File: config.mk
export PLATFORM = sky130hd
export DESIGN_NAME = reg_watch_monitor_flat
export DESIGN_NICKNAME = d
export VERILOG_FILES = /design/src/rtl/reg_watch_pkg.sv /design/src/rtl/reg_watch_monitor_if.sv /design/src/rtl/reg_watch_channel.sv /design/src/rtl/reg_watch_monitor.sv /design/src/flat_wrapper.sv
export SDC_FILE = /design/constraint.sdc
export NUM_CORES = 1
export LEC_CHECK = 0
export CAP_MARGIN = 20
export CORE_MARGIN = 2
export CORE_UTILIZATION = 60
export CTS_CLUSTER_DIAMETER = 80
export DETAILED_ROUTE_END_ITERATION = 10
export DONT_BUFFER_PORTS = 1
export PLACE_DENSITY = 0.76
export SKIP_LAST_GASP = 1
export SLEW_MARGIN = 5
export SYNTH_ARGS = -nofsm -noshare
export SYNTH_HDL_FRONTEND = slang
export SYNTH_HIERARCHICAL = 1
export SYNTH_SLANG_ARGS = --single-unit
File: constraint.sdc
create_clock -name clk -period 5.15 [get_ports clk]
set_clock_uncertainty 0.2 [all_clocks]
set_input_delay 0.7725 -clock clk [delete_from_list [all_inputs] [get_ports clk]]
set_output_delay 0.7725 -clock clk [all_outputs]
set_load 0.05 [all_outputs]
File: src/rtl/reg_watch_pkg.sv
// reg_watch_pkg: shared channel state encoding, watch modes and width helper
package reg_watch_pkg;
  typedef enum logic [1:0] {ST_IDLE, ST_ARMED, ST_PASS, ST_FAIL} state_t;
  localparam logic MODE_CHECK = 1'b0;
  localparam logic MODE_WAIT = 1'b1;
  function automatic int ch_w(input int n);
    return n > 1 ? $clog2(n) : 1;
  endfunction
endpackage

File: src/rtl/reg_watch_monitor_if.sv
// reg_watch_monitor_if: register-file snoop, arm request and per-channel status bundle
interface reg_watch_monitor_if
  import reg_watch_pkg::*;
#(
  parameter int NUM_CH = 4,
  parameter int DWIDTH = 32,
  parameter int AWIDTH = 5,
  parameter int TWIDTH = 20
);
  localparam int CWIDTH = ch_w(NUM_CH);
  logic              rf_we;
  logic [AWIDTH-1:0] rf_waddr;
  logic [DWIDTH-1:0] rf_wdata;
  logic              cfg_valid;
  logic              cfg_ready;
  logic [CWIDTH-1:0] cfg_ch;
  logic              cfg_mode;
  logic [AWIDTH-1:0] cfg_addr;
  logic [DWIDTH-1:0] cfg_value;
  logic [TWIDTH-1:0] cfg_timeout;
  logic [NUM_CH-1:0] clr;
  logic [NUM_CH-1:0] ch_busy;
  logic [NUM_CH-1:0] ch_pass;
  logic [NUM_CH-1:0] ch_fail;
  logic [NUM_CH-1:0] ch_tmo;
  logic [DWIDTH-1:0] fail_data;
  modport master (
    output rf_we, rf_waddr, rf_wdata, cfg_valid, cfg_ch, cfg_mode, cfg_addr, cfg_value, cfg_timeout, clr,
    input  cfg_ready, ch_busy, ch_pass, ch_fail, ch_tmo, fail_data
  );
  modport slave (
    input  rf_we, rf_waddr, rf_wdata, cfg_valid, cfg_ch, cfg_mode, cfg_addr, cfg_value, cfg_timeout, clr,
    output cfg_ready, ch_busy, ch_pass, ch_fail, ch_tmo, fail_data
  );
endinterface

File: src/rtl/reg_watch_channel.sv
// reg_watch_channel: one watch FSM comparing snooped register writes against an armed expectation
module reg_watch_channel
  import reg_watch_pkg::*;
#(
  parameter int DWIDTH = 32,
  parameter int AWIDTH = 5,
  parameter int TWIDTH = 20
) (
  input  logic              clk,
  input  logic              rst,
  input  logic              i_arm,
  input  logic              i_clr,
  input  logic              i_mode,
  input  logic [AWIDTH-1:0] i_addr,
  input  logic [DWIDTH-1:0] i_value,
  input  logic [TWIDTH-1:0] i_timeout,
  input  logic              i_rf_we,
  input  logic [AWIDTH-1:0] i_rf_waddr,
  input  logic [DWIDTH-1:0] i_rf_wdata,
  output logic              o_busy,
  output logic              o_pass,
  output logic              o_fail,
  output logic              o_tmo,
  output logic              o_mismatch
);
  state_t            r_state;
  logic              r_mode;
  logic [AWIDTH-1:0] r_addr;
  logic [DWIDTH-1:0] r_value;
  logic [TWIDTH-1:0] r_timeout;
  logic [TWIDTH-1:0] r_cnt;
  logic              w_hit;
  logic              w_eq;
  logic              w_bad_wr;
  logic              w_bad;
  logic              w_tmo;
  logic              w_pass;
  // classify this cycle's write; a watched index of 0 resolves from the value alone
  always_comb begin
    w_hit = i_rf_we && i_rf_waddr != '0 && i_rf_waddr == r_addr;
    w_eq = i_rf_wdata == r_value;
    w_bad_wr = w_hit && r_mode == MODE_CHECK && !w_eq;
    w_bad = r_addr == '0 ? r_value != '0 : w_bad_wr;
    w_tmo = r_timeout != '0 && r_cnt + TWIDTH'(1) == r_timeout;
    w_pass = r_addr == '0 ? r_value == '0 : w_hit && w_eq;
    o_mismatch = r_state == ST_ARMED && !i_arm && !i_clr && w_bad_wr;
  end
  // watch FSM: arm beats clear, clear aborts, a match beats an expiring timeout
  always_ff @(posedge clk) begin
    if (rst) begin
      r_state <= ST_IDLE;
      r_mode <= MODE_CHECK;
      r_addr <= '0;
      r_value <= '0;
      r_timeout <= '0;
      r_cnt <= '0;
      o_busy <= 1'b0;
      o_pass <= 1'b0;
      o_fail <= 1'b0;
      o_tmo <= 1'b0;
    end else if (i_arm) begin
      r_state <= ST_ARMED;
      r_mode <= i_mode;
      r_addr <= i_addr;
      r_value <= i_value;
      r_timeout <= i_timeout;
      r_cnt <= '0;
      o_busy <= 1'b1;
      o_pass <= 1'b0;
      o_fail <= 1'b0;
      o_tmo <= 1'b0;
    end else if (i_clr) begin
      r_state <= ST_IDLE;
      o_busy <= 1'b0;
      o_pass <= 1'b0;
      o_fail <= 1'b0;
      o_tmo <= 1'b0;
    end else if (r_state == ST_ARMED) begin
      r_cnt <= r_cnt + TWIDTH'(1);
      if (w_pass) begin
        r_state <= ST_PASS;
        o_busy <= 1'b0;
        o_pass <= 1'b1;
      end else if (w_bad || w_tmo) begin
        r_state <= ST_FAIL;
        o_busy <= 1'b0;
        o_fail <= 1'b1;
        o_tmo <= !w_bad;
      end
    end
  end
endmodule

File: src/rtl/reg_watch_monitor.sv
// reg_watch_monitor: bank of register-write watch channels with shared arm port and failure data capture
module reg_watch_monitor
  import reg_watch_pkg::*;
#(
  parameter int NUM_CH = 4,
  parameter int DWIDTH = 32,
  parameter int AWIDTH = 5,
  parameter int TWIDTH = 20
) (
  input logic clk,
  input logic rst,
  reg_watch_monitor_if.slave bus
);
  localparam int CWIDTH = ch_w(NUM_CH);
  logic [NUM_CH-1:0] w_arm;
  logic [NUM_CH-1:0] w_busy;
  logic [NUM_CH-1:0] w_pass;
  logic [NUM_CH-1:0] w_fail;
  logic [NUM_CH-1:0] w_tmo;
  logic [NUM_CH-1:0] w_mismatch;
  logic              w_ch_ok;
  logic [DWIDTH-1:0] r_fail_data;
  // an arm is accepted only for an existing channel that is not already watching
  always_comb begin
    w_ch_ok = 32'(bus.cfg_ch) < NUM_CH;
    bus.cfg_ready = w_ch_ok && !w_busy[bus.cfg_ch];
    bus.ch_busy = w_busy;
    bus.ch_pass = w_pass;
    bus.ch_fail = w_fail;
    bus.ch_tmo = w_tmo;
    bus.fail_data = r_fail_data;
  end
  for (genvar g = 0; g < NUM_CH; g++) begin : g_ch
    assign w_arm[g] = bus.cfg_valid && bus.cfg_ready && bus.cfg_ch == CWIDTH'(g);
    reg_watch_channel #(.DWIDTH(DWIDTH), .AWIDTH(AWIDTH), .TWIDTH(TWIDTH)) u_ch (
      .clk       (clk),
      .rst       (rst),
      .i_arm     (w_arm[g]),
      .i_clr     (bus.clr[g]),
      .i_mode    (bus.cfg_mode),
      .i_addr    (bus.cfg_addr),
      .i_value   (bus.cfg_value),
      .i_timeout (bus.cfg_timeout),
      .i_rf_we   (bus.rf_we),
      .i_rf_waddr(bus.rf_waddr),
      .i_rf_wdata(bus.rf_wdata),
      .o_busy    (w_busy[g]),
      .o_pass    (w_pass[g]),
      .o_fail    (w_fail[g]),
      .o_tmo     (w_tmo[g]),
      .o_mismatch(w_mismatch[g])
    );
  end
  // every mismatching channel saw the same write, so the lowest-index one's data is simply rf_wdata
  always_ff @(posedge clk) begin
    if (rst) r_fail_data <= '0;
    else if (|w_mismatch) r_fail_data <= bus.rf_wdata;
  end
endmodule

File: src/flat_wrapper.sv
// flat-port wrapper written by rule: the top's interface ports become plain ports
module reg_watch_monitor_flat import reg_watch_pkg::*;
#(
  parameter int NUM_CH = 4,
  parameter int DWIDTH = 32,
  parameter int AWIDTH = 5,
  parameter int TWIDTH = 20
)
  (clk, rst, bus_rf_we, bus_rf_waddr, bus_rf_wdata, bus_cfg_valid, bus_cfg_ch, bus_cfg_mode, bus_cfg_addr, bus_cfg_value, bus_cfg_timeout, bus_clr, bus_cfg_ready, bus_ch_busy, bus_ch_pass, bus_ch_fail, bus_ch_tmo, bus_fail_data);
  reg_watch_monitor_if #(.NUM_CH(NUM_CH), .DWIDTH(DWIDTH), .AWIDTH(AWIDTH), .TWIDTH(TWIDTH)) bus_i ();
  input logic clk;
  input logic rst;
  input wire logic [$bits(bus_i.rf_we)-1:0] bus_rf_we;
  input wire logic [$bits(bus_i.rf_waddr)-1:0] bus_rf_waddr;
  input wire logic [$bits(bus_i.rf_wdata)-1:0] bus_rf_wdata;
  input wire logic [$bits(bus_i.cfg_valid)-1:0] bus_cfg_valid;
  input wire logic [$bits(bus_i.cfg_ch)-1:0] bus_cfg_ch;
  input wire logic [$bits(bus_i.cfg_mode)-1:0] bus_cfg_mode;
  input wire logic [$bits(bus_i.cfg_addr)-1:0] bus_cfg_addr;
  input wire logic [$bits(bus_i.cfg_value)-1:0] bus_cfg_value;
  input wire logic [$bits(bus_i.cfg_timeout)-1:0] bus_cfg_timeout;
  input wire logic [$bits(bus_i.clr)-1:0] bus_clr;
  output wire logic [$bits(bus_i.cfg_ready)-1:0] bus_cfg_ready;
  output wire logic [$bits(bus_i.ch_busy)-1:0] bus_ch_busy;
  output wire logic [$bits(bus_i.ch_pass)-1:0] bus_ch_pass;
  output wire logic [$bits(bus_i.ch_fail)-1:0] bus_ch_fail;
  output wire logic [$bits(bus_i.ch_tmo)-1:0] bus_ch_tmo;
  output wire logic [$bits(bus_i.fail_data)-1:0] bus_fail_data;
  assign bus_i.rf_we = bus_rf_we;
  assign bus_i.rf_waddr = bus_rf_waddr;
  assign bus_i.rf_wdata = bus_rf_wdata;
  assign bus_i.cfg_valid = bus_cfg_valid;
  assign bus_i.cfg_ch = bus_cfg_ch;
  assign bus_i.cfg_mode = bus_cfg_mode;
  assign bus_i.cfg_addr = bus_cfg_addr;
  assign bus_i.cfg_value = bus_cfg_value;
  assign bus_i.cfg_timeout = bus_cfg_timeout;
  assign bus_i.clr = bus_clr;
  assign bus_cfg_ready = bus_i.cfg_ready;
  assign bus_ch_busy = bus_i.ch_busy;
  assign bus_ch_pass = bus_i.ch_pass;
  assign bus_ch_fail = bus_i.ch_fail;
  assign bus_ch_tmo = bus_i.ch_tmo;
  assign bus_fail_data = bus_i.fail_data;
  reg_watch_monitor #(.NUM_CH(NUM_CH), .DWIDTH(DWIDTH), .AWIDTH(AWIDTH), .TWIDTH(TWIDTH)) u_core (.clk(clk), .rst(rst), .bus(bus_i));
endmodule
==> qor.yml <==
clocking:
  clk_path_buf_depth: 3
  path_clk_slew_ns: 0.06
  root_buffer: "clkbuf_16"
  postCtsSetupRepairBufs: 0
  htree_levels: 2
  ctsResizeCount: 0
  cts.sinks: 368
  cts_tree: "built"
  holdBufCountCts: 0
  insertion_delay_ns: 0.54
  cts_made_buffers: 39
placed_design:
  placed_area_mm2: 0.0189
  post-dp-hpwl_um: 37100
  io_buffers: 0
  place.gp.congestion: 0.998
global_route:
  grt.overflow.total: 0
  grt_pass1_vias: 14157
  track_usage_pct: 30.8
  grt_pass1_wl_um: 80600
  grt_start_max_net_pins: 310
  antenna_found_initial: 0
timing:
  timing.fmax_ghz: 0.292
  tns_ns: 0
  tightest_slew_ns: 0.955
  finalCritPeriodShare_pct: 66.5
  setup_violations: 0
  rsz0062_at_grt: "no"
  relSlewSlack_pct: 36.4
  hold_viol: 0
  whs_ns: 0.0973
  slew_viol_final: 0
  finalCriticalPeriod_ns: 3.43
synthesis:
  ys_seq_elements: 368
  async_flop_share_pct: 0
  ys_types: 66
  yosysWarnings: 6
  synth_top_area_share_pct: 39.2
  synth_area_leaders: "dfxtp_1 (39%), mux2i_1 (14%), xor2_1 (9.7%), nor2_1 (6.7%), xnor2_1 (4.7%)"
  syn_nets: 2178
  synth_cells: 2068
  avgSynthCellArea_um2: 9.09
  synth_ff_type: "dfxtp_1"
  synth_edf_count: 0
  synth_top_area_cell: "dfxtp_1"
  synth_area_mm2: 0.0188
  seq_area_frac_synth_pct: 39.2
floorplanning:
  fp.coreArea_mm2: 0.0307
  die_w_um: 181
  top_level_ports: 154
  floorplan.initialDensity_pct: 61.2
  floorplan.die_area_mm2: 0.0328
  die_height_um: 181
  row_count: 64
route:
  dr.pass1.iters: 5
  via_count: 15081
  totalWireLength_um: 52100
  drtAntennaViolNets: 0
  drt_iter0_drc: 1508
  wl_per_cell_um: 21.4
  viasPerCell: 6.20
  drc: 0
final_layout:
  final_util_pct: 65.8
  final_common_cell: "dfxtp_1"
  layout_common_cells: "dfxtp_1 (368), nor2_1 (335), mux2i_1 (266)"
  nets: 2117
  design_area_mm2: 0.0202
  diodes: 0
  final-seq-area_mm2: 0.00737
  drive_gt1_share_pct: 6.44
  area_growth_pct: 7.59
  multi_input_area_mm2: 0.0109
  fill_cells: 2511
setup_path:
  crit_fanout: 8
  critPathLaunchType: "flop"
  endpoint_kind: "flop"
  arrival_ns: 3.67
  critical_path_class: "reg2reg"
  crit_chain: "ha_1 > and3_1 > a21oi_2 > or4_1 > a211oi_1 > or4b_4 > a2111oi_4 > a21oi_2 > a211oi_2"
  crit_path_max_incr_delay_ns: 0.54
  cp_num_buf_inv: 0
  slowest_stage: "or4_1"
  cp_top_family: "simple AND/OR/NAND/NOR gates"
  path_common_cell: "a21oi_2"
  cp.required_ns: 5.39
power:
  power_frac_comb_pct: 8.0
  seq_power_share_pct: 47.1
  power.density_mw_per_mm2: 315
  clkPwrFrac_pct: 44.9
  p_int_uw: 4810
  power.switching_uw: 1570
  p_leak_uw: 0.00766
  ir_worst_vdd_mv: 0.332
  switching_share_pct: 24.6
run:
  drv_cap: 0
min_path:
  min_path_type: "in2reg"
run_status:
  status: "finished, final reports clean"
## routing by layer
metal	share of wire [%]	track usage (%)	vias to the layer above	wire length, um
met3	8.7	6.03	100	4530
met1	44	43.4	7323	23100
met5	0	0	-	0
met2	45	48.6	598	23300
met4	2.3	7.90	0	1220
li1	-	-	7060	-
## sequential cells by signal, summed over array words and instances (netlist names)
signal,count
u_core/g_ch.u_ch/o_pass,4
u_core/g_ch.u_ch/o_fail,4
u_core/bus.fail_data,32
u_core/g_ch.u_ch/r_value,128
u_core/g_ch.u_ch/r_mode,4
u_core/g_ch.u_ch/r_addr,20
u_core/g_ch.u_ch/r_timeout,80
u_core/g_ch.u_ch/o_tmo,4
u_core/g_ch.u_ch/r_cnt,80
u_core/g_ch.u_ch/o_busy,4
u_core/g_ch.u_ch/r_state,8
## cell families after synthesis
kind of cell               count (synthesis)  share of synthesized area [%]
and+or+nand+nor                          844                           23.5
DFF                                      368                           39.2
xor gates and xnor gates                 310                           14.4
muxes                                    270                           14.5
AOI/OAI and AO/OA                        145                           5.14
buffers and inverters                    125                           2.85
adders and majority gates                  6                          0.386
## Yosys cell counts, drive strengths merged (12+ instances only)
| cell | number |
|---|---|
| nand2 | 93 |
| a211oi | 12 |
| mux2i | 266 |
| nor4 | 107 |
| xor2 | 209 |
| nand2b | 64 |
| and3 | 12 |
| or2 | 13 |
| and4 | 12 |
| nand3 | 45 |
| or3 | 32 |
| clkbuf | 73 |
| nor2 | 335 |
| xnor2 | 101 |
| dfxtp | 368 |
| buf | 37 |
| inv | 15 |
| a21oi | 52 |
| nor3 | 43 |
| nand4 | 44 |
| o21ai | 34 |
## final timing paths
check / start / to / slack [ns] / cells past startpoint
hold / removal: bus_clr[0] / u_core/g_ch[0].u_ch/o_tmo / 0.1 / 1
setup reg to reg: u_core/g_ch[3].u_ch/r_cnt[0] / u_core/g_ch[3].u_ch/o_tmo / 1.72 / 9
hold reg to reg: u_core/g_ch[1].u_ch/r_state[1] / u_core/g_ch[1].u_ch/r_state[1] / 0.26 / 2
setup / recovery: u_core/g_ch[3].u_ch/r_cnt[0] / u_core/g_ch[3].u_ch/o_tmo / 1.72 / 9
## power groups by stage
| stage | logic [uW] | registers, uW | clock network (uW) |
|---|---|---|---|
| 2_1_floorplan | 411 | 3030 | 0 |
| 3_3_place_gp | 486 | 3060 | 0 |
| 3_5_place_dp | 495 | 3060 | 0 |
| 4_1_cts | 500 | 3000 | 2900 |
| 5_1_grt | 547 | 3010 | 3000 |
| 6_report | 509 | 3010 | 2860 |
## layout make-up
cell class	instances	share of cell area [%]
multi-input combinational	1575	54.0
inverter	15	0.278
tap	396	2.45
timing repair buffer	8	0.359
sequential	368	36.4
clock inverter	21	1.23
clock buffer	48	5.24
## stage by stage
step	setup slack [ns]	power (uW)	cells
global placement	1.89	3550	2362
finish	1.72	6380	2431
floorplan	1.97	3440	2068
detailed placement	1.78	3560	2362
CTS	1.77	6400	2431
global route	1.57	6560	2431
## worst reg2reg max path: stages, from the launching register on
cell       delay [ns]
dfxtp_1          0.49
ha_1             0.40
and3_1           0.24
a21oi_2          0.06
or4_1            0.54
a211oi_1         0.21
or4b_4           0.51
a2111oi_4        0.40
a21oi_2          0.10
a211oi_2         0.20
Power figures use the tool's default switching activity.
